### src/rtl/rtc_bus_pkg.sv
// Shared types and constants for the RTC multiplexed-bus burst engine.
package rtc_bus_pkg;

    typedef enum logic [3:0] {
        IDLE,
        ADDR_SETUP,
        ADDR_STROBE,
        ADDR_HOLD,
        DATA_SETUP,
        DATA_STROBE,
        DATA_HOLD,
        GAP,
        DONE
    } state_t;

    localparam logic MODO_LEER     = 1'b0;
    localparam logic MODO_ESCRIBIR = 1'b1;

    // RTC register map
    localparam logic [7:0] REG_SEGUNDOS = 8'h21;
    localparam logic [7:0] REG_MINUTOS  = 8'h22;
    localparam logic [7:0] REG_HORAS    = 8'h23;
    localparam logic [7:0] REG_DIA      = 8'h24;
    localparam logic [7:0] REG_MES      = 8'h25;
    localparam logic [7:0] REG_ANIO     = 8'h26;
    localparam logic [7:0] REG_COMANDO  = 8'hF0;

endpackage

### src/rtl/rtc_phase_timer.sv
// Loadable down-counter; tc is high during the last cycle of a loaded interval.
module rtc_phase_timer #(
    parameter int W = 4
) (
    input  logic         clock,
    input  logic         reset,
    input  logic         load,
    input  logic [W-1:0] load_val,
    output logic         tc
);

    logic [W-1:0] cnt;

    always_ff @(posedge clock) begin
        if (reset)
            cnt <= '0;
        else if (load)
            cnt <= load_val - W'(1);
        else if (cnt != '0)
            cnt <= cnt - W'(1);
    end

    assign tc = (cnt == '0);

endmodule

### src/rtl/rtc_bus_burst.sv
// Burst engine for the RTC multiplexed address/data bus: runs 1..NUM_REGS
// consecutive register reads or writes with configurable phase widths.
module rtc_bus_burst
    import rtc_bus_pkg::*;
#(
    parameter int ADDR_W   = 8,
    parameter int DATA_W   = 8,
    parameter int NUM_REGS = 9,
    parameter int T_PHASE  = 10,
    parameter int T_GAP    = 4,
    localparam int CW      = $clog2(NUM_REGS + 1)
) (
    input  logic              Clock,
    input  logic              Reset,
    input  logic              Inicie,
    input  logic              Modo,
    input  logic [ADDR_W-1:0] Dir_base,
    input  logic [CW-1:0]     Cantidad,
    input  logic [DATA_W-1:0] Dato_wr,
    input  logic [DATA_W-1:0] Bus_in,
    output logic [DATA_W-1:0] Bus_out,
    output logic              Bus_oe,
    output logic              CS,
    output logic              AD,
    output logic              RD,
    output logic              WR,
    output logic [CW-1:0]     Indice,
    output logic [DATA_W-1:0] Dato_rd,
    output logic              Dato_rd_valido,
    output logic              Ocupado,
    output logic              Listo
);

    localparam int TMAX = (T_PHASE > T_GAP) ? T_PHASE : T_GAP;
    localparam int TW   = $clog2(TMAX + 1);
    localparam logic [TW-1:0] PHASE_LEN = TW'(T_PHASE);
    localparam logic [TW-1:0] GAP_LEN   = TW'(T_GAP);

    state_t            state, state_n;
    logic              start, load, tc;
    logic [TW-1:0]     load_val;
    logic              mode_q, mode_n;
    logic [ADDR_W-1:0] base_q, base_n, addr_n;
    logic [CW-1:0]     cnt_q, cnt_clamped, idx_n;
    logic              addr_phase, data_phase, escribir;

    rtc_phase_timer #(.W(TW)) u_timer (
        .clock    (Clock),
        .reset    (Reset),
        .load     (load),
        .load_val (load_val),
        .tc       (tc)
    );

    assign cnt_clamped = (Cantidad > CW'(NUM_REGS)) ? CW'(NUM_REGS) : Cantidad;

    always_comb begin
        state_n  = state;
        start    = 1'b0;
        load     = 1'b0;
        load_val = PHASE_LEN;
        idx_n    = Indice;
        case (state)
            IDLE: if (Inicie) begin
                start = 1'b1;
                idx_n = '0;
                if (Cantidad != '0) begin
                    state_n = ADDR_SETUP;
                    load    = 1'b1;
                end else begin
                    state_n = DONE;
                end
            end
            ADDR_SETUP:  if (tc) begin state_n = ADDR_STROBE; load = 1'b1; end
            ADDR_STROBE: if (tc) begin state_n = ADDR_HOLD;   load = 1'b1; end
            ADDR_HOLD:   if (tc) begin state_n = DATA_SETUP;  load = 1'b1; end
            DATA_SETUP:  if (tc) begin state_n = DATA_STROBE; load = 1'b1; end
            DATA_STROBE: if (tc) begin state_n = DATA_HOLD;   load = 1'b1; end
            DATA_HOLD: if (tc) begin
                state_n  = GAP;
                load     = 1'b1;
                load_val = GAP_LEN;
            end
            GAP: if (tc) begin
                if (Indice == cnt_q - CW'(1)) begin
                    state_n = DONE;
                end else begin
                    state_n = ADDR_SETUP;
                    load    = 1'b1;
                    idx_n   = Indice + CW'(1);
                end
            end
            DONE:    state_n = IDLE;
            default: state_n = IDLE;
        endcase
    end

    // Outputs are registered from the next state so pins change with the state.
    assign mode_n     = start ? Modo : mode_q;
    assign base_n     = start ? Dir_base : base_q;
    assign addr_n     = base_n + ADDR_W'(idx_n);
    assign escribir   = (mode_n == MODO_ESCRIBIR);
    assign addr_phase = (state_n == ADDR_SETUP) || (state_n == ADDR_STROBE) ||
                        (state_n == ADDR_HOLD);
    assign data_phase = (state_n == DATA_SETUP) || (state_n == DATA_STROBE) ||
                        (state_n == DATA_HOLD);

    always_ff @(posedge Clock) begin
        if (Reset) begin
            state          <= IDLE;
            mode_q         <= MODO_LEER;
            base_q         <= '0;
            cnt_q          <= '0;
            Indice         <= '0;
            CS             <= 1'b1;
            AD             <= 1'b1;
            RD             <= 1'b1;
            WR             <= 1'b1;
            Bus_oe         <= 1'b0;
            Bus_out        <= '0;
            Dato_rd        <= '0;
            Dato_rd_valido <= 1'b0;
            Ocupado        <= 1'b0;
            Listo          <= 1'b0;
        end else begin
            state  <= state_n;
            mode_q <= mode_n;
            base_q <= base_n;
            Indice <= idx_n;
            if (start)
                cnt_q <= cnt_clamped;

            CS     <= ~(addr_phase || data_phase);
            AD     <= ~addr_phase;
            WR     <= ~((state_n == ADDR_STROBE) || ((state_n == DATA_STROBE) && escribir));
            RD     <= ~((state_n == DATA_STROBE) && !escribir);
            Bus_oe <= addr_phase || (data_phase && escribir);

            // Address and write data are each sampled once, on phase entry.
            if (state_n == ADDR_SETUP && state != ADDR_SETUP)
                Bus_out <= DATA_W'(addr_n);
            else if (state_n == DATA_SETUP && state != DATA_SETUP && escribir)
                Bus_out <= Dato_wr;

            Dato_rd_valido <= 1'b0;
            if (state == DATA_STROBE && tc && mode_q == MODO_LEER) begin
                Dato_rd        <= Bus_in;
                Dato_rd_valido <= 1'b1;
            end

            Listo <= (state == DONE);
            if (start)
                Ocupado <= 1'b1;
            else if (state == DONE)
                Ocupado <= 1'b0;
        end
    end

endmodule

### config.mk
export PLATFORM = sky130hd
export DESIGN_NAME = rtc_bus_burst
export DESIGN_NICKNAME = d
export VERILOG_FILES = /design/src/rtl/rtc_bus_pkg.sv /design/src/rtl/rtc_phase_timer.sv /design/src/rtl/rtc_bus_burst.sv
export SDC_FILE = /design/constraint.sdc
export NUM_CORES = 1
export LEC_CHECK = 0
export ABC_AREA = 1
export CAP_MARGIN = 10
export CORE_ASPECT_RATIO = 1.5
export CORE_MARGIN = 2
export CORE_UTILIZATION = 54
export DETAILED_ROUTE_END_ITERATION = 6
export GPL_ROUTABILITY_DRIVEN = 1
export HOLD_SLACK_MARGIN = 0.03
export PLACE_DENSITY = 0.82
export SKIP_CTS_REPAIR_TIMING = 1
export SLEW_MARGIN = 0
export SYNTH_ARGS = -nofsm -noshare
export SYNTH_HDL_FRONTEND = slang
export SYNTH_SLANG_ARGS = --single-unit
### constraint.sdc
create_clock -name Clock -period 8.55 [get_ports Clock]
set_input_delay 0.855 -clock Clock [delete_from_list [all_inputs] [get_ports Clock]]
set_output_delay 0.855 -clock Clock [all_outputs]
set_load 0.02 [all_outputs]
# After elaboration in Yosys (flattened, before gate mapping)
# Cells that the tools add are included.
[op_classes] add_sub_neg=5 mux=35 n_lt_le_gt_ge=1 reduce_logical=24 eq_ne=17 n_bitwise=5
[ops] cell="4-bit 2-to-1 mux" n=18
[ops] cell="4-bit case mux with 8 select lines" n=1
[ops] cell="4-bit by 3-bit equality test with 1-bit output (second input constant)" n=7
[ops] cell="8-bit 2-to-1 mux" n=3
[ops] cell="4-bit by 2-bit equality test with 1-bit output (second input constant)" n=4
[ops] cell="4-bit by 1-bit subtractor with 4-bit output (second input constant)" n=3
[ops] cell="1-bit 2-to-1 mux" n=11
[ops] cell="8-bit by 4-bit adder with 8-bit output" n=1
[ops] cell="4-bit by 1-bit equality test with 1-bit output (second input constant)" n=2
[ops] cell="1-bit logical AND" n=8
[ops] cell="4-bit zero test" n=2
[ops] cell="4-bit case mux with 2 select lines" n=1
[ops] cell="4-bit nonzero test" n=2
[ops] cell="1-bit logical OR" n=7
[ops] cell="2-bit nonzero test" n=3
[ops] cell="6-bit OR reduction" n=1
[ops] cell="1-bit inverter" n=5
[ops] cell="4-bit by 1-bit adder with 4-bit output (second input constant)" n=1
[ops] cell="4-bit equality test" n=1
[ops] cell="4-bit equality test (second input constant)" n=1
[ops] cell="4-bit > comparator (second input constant)" n=1
[ops] cell="4-bit by 1-bit != test with 1-bit output (second input constant)" n=1
[ops] cell="4-bit by 3-bit != test with 1-bit output (second input constant)" n=1
[ops] cell="1-bit case mux with 3 select lines" n=1
[ops] cell="1-bit zero test" n=1
[totals] out_inout_bits=28 reg_bits=49 input_bits=32

# Logic depth before layout (Yosys ltp)
[depth] depth_word=10 mapped_depth=27 ltp_nobuf=27

# By module
# A second synthesis with hierarchy kept.
[hier_totals] cells_unflattened=386 hier_area_um2=2615.0
[by_module_without_submodules] module="rtc_bus_burst" instances=1 area_per_inst_um2=2354.8 cells_per_inst=341
[by_module_without_submodules] module="rtc_phase_timer" instances=1 area_per_inst_um2=260.2 cells_per_inst=45

# Worst setup path before layout
# OpenSTA, ideal clock, no wires.
[synth_timing] path_kind="in2reg" start="input port Inicie" end="register Bus_out[7]" path_buffers=2 path_stages=19 slack_ps=5535 setup_time_ps=115 arrival_ps=2900 path_cell_list="nand3_2 > inv_2 > buf_6 > clkbuf_1 > o21ai_0 > inv_1 > ha_1 > nand3_1 > nand2_1 > a21oi_1 > or2_1 > nor2_2 > nand2_1 > nand2_1 > nand2_1 > nand2_1 > nand2_1 > nor2_1 > nor2_1"
[synth_lines] item="start, declared" line="rtc_bus_burst.sv:15" rtl="input logic Inicie,"
[synth_lines] item="1-bit 2-to-1 mux" line="rtc_bus_burst.sv:64" rtl="IDLE: if (Inicie) begin"
[synth_lines] item="1-bit 2-to-1 mux" line="rtc_bus_burst.sv:63" rtl="case (state)"
[synth_lines] item="8-bit 2-to-1 mux" line="rtc_bus_burst.sv:100" rtl="assign base_n = start ? Dir_base : base_q;"
[synth_lines] item="via base_n[1]" line="rtc_bus_burst.sv:43" rtl="logic [ADDR_W-1:0] base_q, base_n, addr_n;"
[synth_lines] item="8-bit by 4-bit adder with 8-bit output" line="rtc_bus_burst.sv:101" rtl="assign addr_n = base_n + ADDR_W'(idx_n);"
[synth_lines] item="8-bit 2-to-1 mux" line="rtc_bus_burst.sv:140" rtl="if (state_n == ADDR_SETUP && state != ADDR_SETUP)"
[synth_lines] item="end signal, assigned" line="rtc_bus_burst.sv:141" rtl="Bus_out <= DATA_W'(addr_n);"
[synth_lines] item="end signal, assigned" line="rtc_bus_burst.sv:143" rtl="Bus_out <= Dato_wr;"
[synth_lines] item="end, declared" line="rtc_bus_burst.sv:21" rtl="output logic [DATA_W-1:0] Bus_out,"
# The timed path passes the listed nets, and every way through them passes these cells.
# A chain may end at the register's enable or synchronous reset.

# Worst setup path after layout
[layout_timing] start="input port Inicie" end="register Bus_out[6]"
# Same word-level chain as after synthesis.

==> impl_metrics.csv <==
group,metric,value,unit
run,timing.max_cap.violations,0,
run_status,result_of_the_run,"complete, no violations",
yosys,syn-cell-area,2630,sq um
layout,drive_above_1_share,0.0936,
route,firstDrtPassIters,4,
setup_path,timing_worst_setup_path_type,"in2reg",
layout,num-fill-cells,402,
timing,timing.final.crit_share,0.426,
place,gpl.final_weighted_congestion,1.02,
cts,cts_tree,"built",
hold_path,timing.hold.worst.class,"reg2reg",
floorplan,rows,31,
layout,multiInputGateArea,1390,sq um
cts,worstSkewPairLatency,0.31,ns
yosys,post_synth_inst_count,378,
setup_path,endpoint_kind,"flop",
setup_path,critPathMaxFanout,20,
timing,finalClockSkew,0.00809,ns
floorplan,core-area,4770,sq um
yosys,synth.yosys.warnings,0,
floorplan,die_area,5460,sq um
layout,seq_area,981,sq um
global_route,grt.total_usage,0.250,
cts,cts_buffers,5,
yosys,syn_nets,418,
layout,most-common-layout-cells,"nand2_1 (75), clkdlybuf4s50_1 (59), inv_1 (55)",
setup_path,critical_path_required,8.81,ns
power,power.static_leakage,1.48,nW
layout,post-route-util,0.704,
yosys,post_synth_num_cell_types,36,
global_route,gr-total-overflow,0,
cts,clkTransAtPathRegs,0.09,ns
timing,timing.final.max_slew_violations,0,
floorplan,die_w,61.0,microns
layout,layout.cells.most_common,"nand2_1",
setup_path,crit_path_start_kind,"input port",
global_route,pin_count_of_the_biggest_net_entering_global_routing,36,
timing,worstMarginPinSlew,0.459,ns
yosys,synth-seq-cells,49,
setup_path,worstPathArrival,3.90,ns
timing,rsz_0062_raised_after_global_routing,"false",
route,wl_per_cell,12.4,microns
route,routed_wl,6240,microns
global_route,grt_pass1_wl,10200,microns
place,port-buffer-count,59,
place,dp_worst_setup_slack,4.65,ns
route,via_density,5.01,
floorplan,start_util,0.552,
layout,fin_nets,477,
power,totalPowerFinal,765,uW
layout,area_growth,27.6,%
yosys,synth_sequential_area_ratio,0.373,
timing,achievable-frequency,275,MHz
cts,clkSinkCount,49,
yosys,leading_register_cell_type_out_of_synthesis,"dfxtp_1",
power,worst_ir_drop_vdd,0.000143,V
yosys,synth_area_per_cell,6.96,sq um
timing,layout_min_cycle_time,3.64,ns
route,detail_route.iter0.violations,116,
cts,cts-htree-levels,2,
route,detailroute.via_count,2525,
cts,clock_tree.buffer_depth,2,
global_route,via_count_of_the_first_global_routing_pass,2334,
floorplan,ios,60,
global_route,antenna_found_initial,0,
yosys,asyncSetResetFlopFracSynth,0,
timing,timing.max_slew.rel_slack,0.693,
layout,diodes,0,
place,dp_hpwl,4690,microns
cts,cts-root-buf,"clkbuf_8",
route,drcViolationCount,0,
timing,setup_ws,4.91,ns
yosys,synth_edf_count,0,
timing,final_number_of_setup_violating_endpoints,0,
power,power_density,228,nW/um^2
route,drtAntennaViolNets,0,
timing,setup_total_negative_slack,0,ns
floorplan,floorplan.die.height,89.5,microns
timing,hold_viol_final,0,
synth_stat cells (3+ instances only):
cell,number,share of area
nand3_2,3,0.011
nor2_2,5,0.012
nand2_1,75,0.11
nor2_1,42,0.060
nand3_1,36,0.068
o21ai_2,4,0.013
o21ai_0,14,0.027
nand4_1,5,0.012
nand2_2,3,0.0071
a21oi_1,26,0.049
inv_1,55,0.078
dfxtp_1,49,0.37
a211oi_1,5,0.014
ha_1,7,0.033
or2_2,9,0.021
xnor2_1,3,0.010
clkbuf_1,7,0.010
nor3_1,3,0.0057
nor2_4,3,0.013
o21ai_1,4,0.0076
per-layer routing:
| layer | track usage | routed length (microns) | part of all wire | vias to the layer above |
|---|---|---|---|---|
| li1 | - | - | - | 1326 |
| met1 | 0.272 | 2520 | 0.40 | 1109 |
| met2 | 0.457 | 3190 | 0.51 | 78 |
| met3 | 0.0507 | 378 | 0.061 | 12 |
| met4 | 0.0988 | 145 | 0.023 | 0 |
| met5 | 0 | 0 | 0 | - |
critical path: stages:
cell and delay (ns):
clkdlybuf4s50_1 0.48, nand3_2 0.27, inv_2 0.38, or2_2 0.17
inv_1 0.05, a21oi_1 0.16, ha_1 0.21, inv_1 0.06
fa_1 0.40, nor2_1 0.12, a211oi_1 0.07, nor3_1 0.25
xor2_1 0.16, nand2_1 0.06, nand2_1 0.07, inv_1 0.04
nor2_1 0.09
sequential cells by signal (all words and copies together), names as in the netlist, 4 cells and up:
signal and flops:
Dato_rd 8, base_q 8, state 4, Indice 4, u_timer.cnt 4, cnt_q 4, Bus_out 8
worst paths after layout:
| kind | from | end | slack, ns | cells past startpoint |
|---|---|---|---|---|
| setup reg to reg | cnt_q[0] | Bus_out[7] | 5.14 | 24 |
| setup / recovery | Inicie | Bus_out[6] | 4.91 | 17 |
| hold / removal | Dato_rd[2] | Dato_rd[2] | 0.47 | 2 |
| hold reg to reg | Dato_rd[2] | Dato_rd[2] | 0.47 | 2 |
cell type report:
cell class                 count  share of cell area
multi-input combinational    261               0.413
sequential                    49               0.292
timing repair buffer          60               0.178
inverter                      60              0.0675
tap                           66              0.0246
clock buffer                   6              0.0216
clock inverter                 2             0.00298
power breakdown:
part	leakage [nW]	total, mW	switching, mW	internal (mW)
Sequential	0.402	0.295	0.0239	0.271
Clock	0.0450	0.136	0.0788	0.0569
Combinational	1.04	0.335	0.202	0.133
Total	1.48	0.765	0.305	0.461
metrics by stage:
stage	hold slack (ns)	std cells	cell area, sq um
after detailed placement	0.454	496	3270
after floorplan	0.445	378	2630
final	0.467	504	3360
after CTS	0.468	504	3360
after global placement	0.447	496	3270
after global routing	0.475	504	3360
logic make-up after synthesis:
| family | after synthesis | share of synthesized area |
|---|---|---|
| AOI/OAI and AO/OA | 58 | 0.126 |
| xor gates and xnor gates | 5 | 0.0166 |
| adders and majority gates | 8 | 0.0409 |
| buffers and inverters | 68 | 0.100 |
| DFF | 49 | 0.373 |
| and+or+nand+nor | 190 | 0.344 |
(Power assumes the default switching activity.)
